**src/rtl/led_seq_pkg.sv**
```systemverilog
// Shared constants for the LED running-light engine: mode encodings,
// LFSR seed/taps and default geometry.
package led_seq_pkg;

    // Pattern select encodings, also reported back on mode_ack
    typedef enum logic [2:0] {
        MODE_ALT   = 3'd0,
        MODE_FILL  = 3'd1,
        MODE_SYM   = 3'd2,
        MODE_PING  = 3'd3,
        MODE_RFILL = 3'd4,
        MODE_BIN   = 3'd5,
        MODE_RAND  = 3'd6,
        MODE_OFF   = 3'd7
    } mode_e;

    // 16-bit right-shifting Fibonacci LFSR; taps 16,14,13,11 land on bits 0,2,3,5
    localparam logic [15:0] LFSR_SEED = 16'hACE1;
    localparam logic [15:0] LFSR_TAPS = 16'h002D;

    localparam int unsigned DEFAULT_N_LEDS = 26;
    localparam int unsigned DEFAULT_WIN    = 8;
    localparam int unsigned DEFAULT_DIV_W  = 4;

    // Next LFSR state: feedback shifts in at the top
    function automatic logic [15:0] lfsr_next(input logic [15:0] q);
        return {^(q & LFSR_TAPS), q[15:1]};
    endfunction

endpackage

```
**src/rtl/led_seq_lfsr.sv**
```systemverilog
// Free-running 16-bit LFSR used by the random pattern mode.
module led_seq_lfsr
    import led_seq_pkg::*;
(
    input  logic        Clk,
    input  logic        Rst,
    output logic [15:0] q
);

    // Advance every cycle; reseed on reset
    always_ff @(posedge Clk or posedge Rst) begin
        if (Rst) begin
            q <= LFSR_SEED;
        end else begin
            q <= lfsr_next(q);
        end
    end

endmodule

```
**src/rtl/led_sequencer.sv**
```systemverilog
// Running-light engine: eight selectable patterns stepped at a programmable
// tick period, with hold, step strobe and mode acknowledge.
// Optional feature macro: LED_SEQ_RANDOM_EN enables the random mode (6) and
// its LFSR; without it mode 6 behaves as mode 7 (off).
module led_sequencer
    import led_seq_pkg::*;
#(
    parameter int unsigned N_LEDS = DEFAULT_N_LEDS,
    parameter int unsigned WIN    = DEFAULT_WIN,
    parameter int unsigned DIV_W  = DEFAULT_DIV_W
) (
    input  logic              Clk,
    input  logic              Rst,
    input  logic [2:0]        light_mode,
    input  logic [DIV_W-1:0]  period,
    input  logic              hold,
    output logic [N_LEDS-1:0] led,
    output logic              step,
    output logic [2:0]        mode_ack
);

    // Index into the window; one extra bit covers the 0..2*WIN-1 step range
    localparam int unsigned IDX_W = $clog2(WIN);
    localparam int unsigned SI_W  = IDX_W + 1;
    localparam int unsigned HALF  = WIN / 2;
    localparam logic [WIN-1:0] ALT_LO = {HALF{2'b01}};

    // Step counter is WIN bits wide: enough for 2*WIN-1 and the binary count
    logic [WIN-1:0]   s;
    logic [DIV_W-1:0] cnt;
    logic             toggle;
    logic [IDX_W-1:0] pos;
    logic             dir;

    logic [DIV_W-1:0]  eff;
    logic [WIN-1:0]    win_n;
    logic [N_LEDS-1:0] led_n;
    logic [WIN-1:0]    s_n;
    logic              toggle_n;
    logic [IDX_W-1:0]  pos_n;
    logic              dir_n;
    logic              pulse_n;
    logic [SI_W-1:0]   s_lo;
    logic [SI_W-1:0]   f_idx;
    logic              f_set;
    logic [SI_W-1:0]   h_idx;
    logic              h_set;

`ifdef LED_SEQ_RANDOM_EN
    localparam int unsigned NIDX_W = $clog2(N_LEDS);
    logic [15:0]       lfsr_q;
    logic [15:0]       lfsr_mod;
    logic [NIDX_W-1:0] rand_idx;

    led_seq_lfsr u_lfsr (
        .Clk (Clk),
        .Rst (Rst),
        .q   (lfsr_q)
    );

    // Bank position toggled by the random mode
    always_comb begin
        lfsr_mod = lfsr_q % 16'(N_LEDS);
        rand_idx = NIDX_W'(lfsr_mod);
    end
`endif

    // Effective tick period: zero behaves as one
    always_comb begin
        eff = (period == '0) ? DIV_W'(1) : period;
    end

    // Next pattern and sequencing state for one action of the current mode
    always_comb begin
        win_n    = led[WIN-1:0];
        led_n    = '0;
        s_n      = s;
        toggle_n = toggle;
        pos_n    = pos;
        dir_n    = dir;
        pulse_n  = 1'b1;
        s_lo     = SI_W'(s);

        // Fill/drain phase: first WIN steps set, next WIN steps clear
        if (s_lo < SI_W'(WIN)) begin
            f_idx = s_lo;
            f_set = 1'b1;
        end else begin
            f_idx = s_lo - SI_W'(WIN);
            f_set = 1'b0;
        end

        // Symmetric phase: first half sets pairs, second half clears them
        if (s_lo < SI_W'(HALF)) begin
            h_idx = s_lo;
            h_set = 1'b1;
        end else begin
            h_idx = s_lo - SI_W'(HALF);
            h_set = 1'b0;
        end

        case (mode_e'(mode_ack))
            MODE_ALT: begin
                win_n    = toggle ? ~ALT_LO : ALT_LO;
                toggle_n = ~toggle;
            end
            MODE_FILL: begin
                win_n[IDX_W'(f_idx)] = f_set;
                s_n = (s_lo == SI_W'(2*WIN-1)) ? '0 : s + WIN'(1);
            end
            MODE_RFILL: begin
                win_n[IDX_W'(SI_W'(WIN-1) - f_idx)] = f_set;
                s_n = (s_lo == SI_W'(2*WIN-1)) ? '0 : s + WIN'(1);
            end
            MODE_SYM: begin
                win_n[IDX_W'(h_idx)]                = h_set;
                win_n[IDX_W'(SI_W'(WIN-1) - h_idx)] = h_set;
                s_n = (s_lo == SI_W'(WIN-1)) ? '0 : s + WIN'(1);
            end
            MODE_PING: begin
                win_n      = '0;
                win_n[pos] = 1'b1;
                // Bounce at the ends without repeating the end position
                if (!dir) begin
                    if (pos == IDX_W'(WIN-1)) begin
                        dir_n = 1'b1;
                        pos_n = IDX_W'(WIN-2);
                    end else begin
                        pos_n = pos + IDX_W'(1);
                    end
                end else begin
                    if (pos == '0) begin
                        dir_n = 1'b0;
                        pos_n = IDX_W'(1);
                    end else begin
                        pos_n = pos - IDX_W'(1);
                    end
                end
            end
            MODE_BIN: begin
                win_n = s;
                s_n   = s + WIN'(1);
            end
`ifdef LED_SEQ_RANDOM_EN
            MODE_RAND: begin
                win_n = led[WIN-1:0];
            end
`else
            MODE_RAND: begin
                win_n   = '0;
                pulse_n = 1'b0;
            end
`endif
            default: begin
                win_n   = '0;
                pulse_n = 1'b0;
            end
        endcase

        // Everything above the window is cleared on each action
        led_n = N_LEDS'(win_n);
`ifdef LED_SEQ_RANDOM_EN
        if (mode_e'(mode_ack) == MODE_RAND) begin
            led_n = led ^ (N_LEDS'(1) << rand_idx);
        end
`endif
    end

    // Mode switch, hold and tick handling with registered outputs
    always_ff @(posedge Clk or posedge Rst) begin
        if (Rst) begin
            led      <= '0;
            step     <= 1'b0;
            mode_ack <= 3'd0;
            cnt      <= DIV_W'(1);
            s        <= '0;
            toggle   <= 1'b0;
            pos      <= '0;
            dir      <= 1'b0;
        end else if (light_mode != mode_ack) begin
            led      <= '0;
            step     <= 1'b0;
            mode_ack <= light_mode;
            cnt      <= DIV_W'(1);
            s        <= '0;
            toggle   <= 1'b0;
            pos      <= '0;
            dir      <= 1'b0;
        end else if (hold) begin
            step <= 1'b0;
        end else if (cnt >= eff) begin
            cnt    <= DIV_W'(1);
            led    <= led_n;
            step   <= pulse_n;
            s      <= s_n;
            toggle <= toggle_n;
            pos    <= pos_n;
            dir    <= dir_n;
        end else begin
            cnt  <= cnt + DIV_W'(1);
            step <= 1'b0;
        end
    end

endmodule

```
**config.mk**
```make
export PLATFORM = sky130hd
export DESIGN_NAME = led_sequencer
export DESIGN_NICKNAME = d
export VERILOG_FILES = /design/src/rtl/led_seq_pkg.sv /design/src/rtl/led_seq_lfsr.sv /design/src/rtl/led_sequencer.sv
export SDC_FILE = /design/constraint.sdc
export NUM_CORES = 1
export LEC_CHECK = 0
export CORE_MARGIN = 2
export CORE_UTILIZATION = 50
export CTS_BUF_LIST = sky130_fd_sc_hd__clkbuf_8
export CTS_CLUSTER_DIAMETER = 30
export DETAILED_ROUTE_END_ITERATION = 10
export DONT_BUFFER_PORTS = 1
export PLACE_DENSITY_LB_ADDON = 0.1
export REMOVE_ABC_BUFFERS = 1
export SYNTH_ARGS = -nofsm -noshare
export SYNTH_HDL_FRONTEND = slang
export SYNTH_SLANG_ARGS = --single-unit
```
**constraint.sdc**
```tcl
create_clock -name Clk -period 3.75 [get_ports Clk]
set_input_delay 0.375 -clock Clk [delete_from_list [all_inputs] [get_ports Clk]]
set_output_delay 0.375 -clock Clk [all_outputs]
set_load 0.02 [all_outputs]
```
==> flow_metrics.py <==
metrics = {
    "status": {
        "status": "finished clean",
    },
    "layout": {
        "layout_common_cells": "28 x dfrtp_1, 27 x nor2_1, 21 x a21oi_1, 18 x conb_1",
        "synthToLayoutAreaGrowth_pct": -0.2804,
        "utilization": 0.5195,
        "stdcell_count": 383,
        "final_nets": 334,
        "layout_commonest_cell": "dfrtp_1",
        "diodes": 0,
        "layout-drive-gt1-share": 0.09265,
        "fin_area_mm2": 0.002670,
    },
    "logic_synthesis": {
        "syn_inst": 330,
        "ys_types": 65,
        "synth_edf_count": 0,
        "avgSynthCellArea_um2": 8.114,
        "synth_warnings": 0,
        "synthesis.area_mm2": 0.002678,
        "ys_seq_area_frac": 0.2715,
        "async_flop_share": 1.000,
        "ys_seq_elements": 29,
        "ys.flop_type": "dfrtp_1",
    },
    "critical_path": {
        "critPathMaxStageDelay_ps": 850,
        "path_cells": "inv_1, ha_1, nor2b_1, o21ai_1, a31oi_1, a31o_2, a22o_1",
        "cp_max_fo": 8,
        "crit_type": "reg -> reg",
        "reg2reg_depth": 7,
        "required_ps": 3980,
        "reg2reg_setup_slack_ps": 1290,
        "cp_num_buf_inv": 1,
        "r2r-end": "led[6]",
        "slowest_stage": "a31oi_1",
        "cp-start-kind": "register",
        "cp-end-kind": "register",
        "cp_data_arrival_time_ps": 2680,
        "crit_family": "compound AO/OA/AOI/OAI gates",
        "r2r_start": "cnt[0]",
    },
    "power": {
        "swShare": 0.3100,
        "seqPwrFrac": 0.450,
        "ir_worst_vdd_uv": 219.1,
        "power_density_mw_per_mm2": 273.0,
        "power.share.combinational": 0.182,
        "switchingPower_uw": 225.9,
        "p_int_uw": 502.9,
        "p_leak_nw": 1.149,
        "power_frac_clock": 0.367,
        "power_uw": 728.8,
    },
    "route": {
        "vias": 2380,
        "ant_nets": 0,
        "wl_um": 6476,
        "drc": 0,
        "wl_per_cell_um": 16.91,
        "first_pass_iters": 5,
        "routed_via_density": 6.214,
        "drtIter0Drc": 285,
    },
    "clock_network": {
        "clockBufferDepth": 2,
        "insertion_delay_ps": 290,
        "cts_resized": 0,
        "postCtsHoldBufs": 0,
        "post_cts_buffers": 0,
        "tritoncts": "yes",
        "clkTransAtPathRegs_ps": 70,
        "cts_sinks": 29,
        "cts_max_level": 2,
        "root_buffer": "clkbuf_8",
        "cts_made_buffers": 5,
    },
    "sta": {
        "maxSlewHeadroom": 0.3334,
        "timing.final.crit_share": 0.6548,
        "maxSlewViolCount": 0,
        "worst_pin_slew_ps": 995.3,
        "fin_crit_ps": 2456,
        "setup_viol": 0,
        "max_freq_mhz": 407.2,
        "rsz0062_at_grt": "no",
        "finalHoldViolCount": 0,
        "finalSetupTns_ps": 0,
        "skew_ps": 8.770,
    },
    "global_route": {
        "antenna_found_initial": 0,
        "grt_max_degree": 35,
        "grt_use_total": 0.2222,
        "grt_pass1_wl_um": 10700,
        "grt-ovfl-total": 0,
        "first_global_vias": 2112,
    },
    "placement": {
        "port-buffer-count": 0,
        "hpwl_um": 4465,
        "gp_congestion": 0.8338,
        "placed_cells": 376,
        "placed_area_mm2": 0.002584,
    },
    "floorplan": {
        "die_y_um": 77.18,
        "die_w_um": 77.18,
        "dieArea_mm2": 0.005957,
        "core_mm2": 0.005140,
        "fp-row-count": 26,
        "ioPinCount": 40,
        "start_util": 0.5209,
    },
    "run": {
        "maxCapViolCount": 0,
    },
    "min_path": {
        "hold_class": "in -> async",
    },
}
-- cells in the mapped netlist (3+ instances only) --
cell type,count,area (um2)
dfrtp_1,28,700.7
nor2_1,27,101.4
a21oi_1,21,105.1
buf_4,19,142.6
nand2_1,17,63.81
nand3_1,17,85.08
inv_1,15,56.30
clkbuf_1,12,45.04
ha_1,11,137.6
a22o_1,10,87.58
a31oi_1,10,62.56
buf_2,10,50.05
o21ai_0,10,50.05
nand3b_1,8,60.06
nor2b_1,8,50.05
nor3_1,8,40.04
and3_1,7,43.79
a221o_1,4,40.04
nor3b_1,4,30.03
o221ai_1,4,35.03
or3_1,4,25.02
or3b_2,4,35.03
xnor2_1,4,35.03
a311oi_1,3,26.28
a31o_2,3,26.28
and3b_1,3,26.28
buf_6,3,33.78
mux2_2,3,33.78
mux2i_1,3,30.03
o22ai_1,3,18.77
-- area by class of cell --
cell class                 count  area (um2)
inverter                      15       56.30
multi-input combinational    258        1683
timing repair buffer           4       30.03
fill                         510        2470
clock buffer                   6       82.58
clock inverter                 1       3.754
sequential                    29       726.9
tap                           70       87.58
-- layer usage --
metal  vias up  share of wire  track usage
li1       1139              -            -
met1      1151           0.47       0.3130
met2        80           0.46       0.3435
met3        10          0.057      0.04588
met4         0          0.014      0.06429
met5         -              0            0
-- sequential cells by signal (all words and copies together) (netlist names) --
name and count:
cnt 4, dir 1, led 8, mode_ack 3
pos 3, s 8, step 1, toggle 1
-- per-stage QoR --
stage / setup WS [ps] / hold WS (ps)
floorplan: 1484 / 406.4
global placement: 1310 / 367.9
detailed placement: 1243 / 375.6
CTS: 1280 / 70.61
global route: 1080 / 103.6
finish: 1294 / 60.26
-- worst max path at each step --
stage | from | end | slack, ps | cells after the start
3_3_place_gp | period[2] | led[6] | 1310 | 8
3_5_place_dp | period[2] | led[6] | 1240 | 8
6_report | cnt[0] | led[6] | 1290 | 7
4_1_cts | cnt[0] | led[6] | 1280 | 7
5_1_grt | cnt[0] | led[6] | 1080 | 7
2_1_floorplan | mode_ack[0] | led[6] | 1480 | 5
-- cell families after synthesis --
kind of cell / share of synthesized area
simple gates: 0.2724
compound gates: 0.2360
buf+inv: 0.1238
flops: 0.2715
fa+ha+maj: 0.05140
xor+xnor: 0.01963
mux: 0.02383
other cells: 0.001401
-- power by group through the flow --
| stage | Clock [mW] | Sequential (mW) | Combinational [mW] |
|---|---|---|---|
| 2_1_floorplan | 0 | 0.341 | 0.0933 |
| 3_3_place_gp | 0 | 0.334 | 0.131 |
| 3_5_place_dp | 0 | 0.334 | 0.131 |
| 4_1_cts | 0.272 | 0.328 | 0.132 |
| 5_1_grt | 0.285 | 0.329 | 0.149 |
| 6_report | 0.268 | 0.328 | 0.133 |
-- worst reg2reg max path: stages, from the launching register on --
cell and delay (ps):
dfstp_2 560, inv_1 50, ha_1 280, nor2b_1 160
o21ai_1 170, a31oi_1 850, a31o_2 210, a22o_1 130
Note: power is estimated with default switching activity, not from simulation.
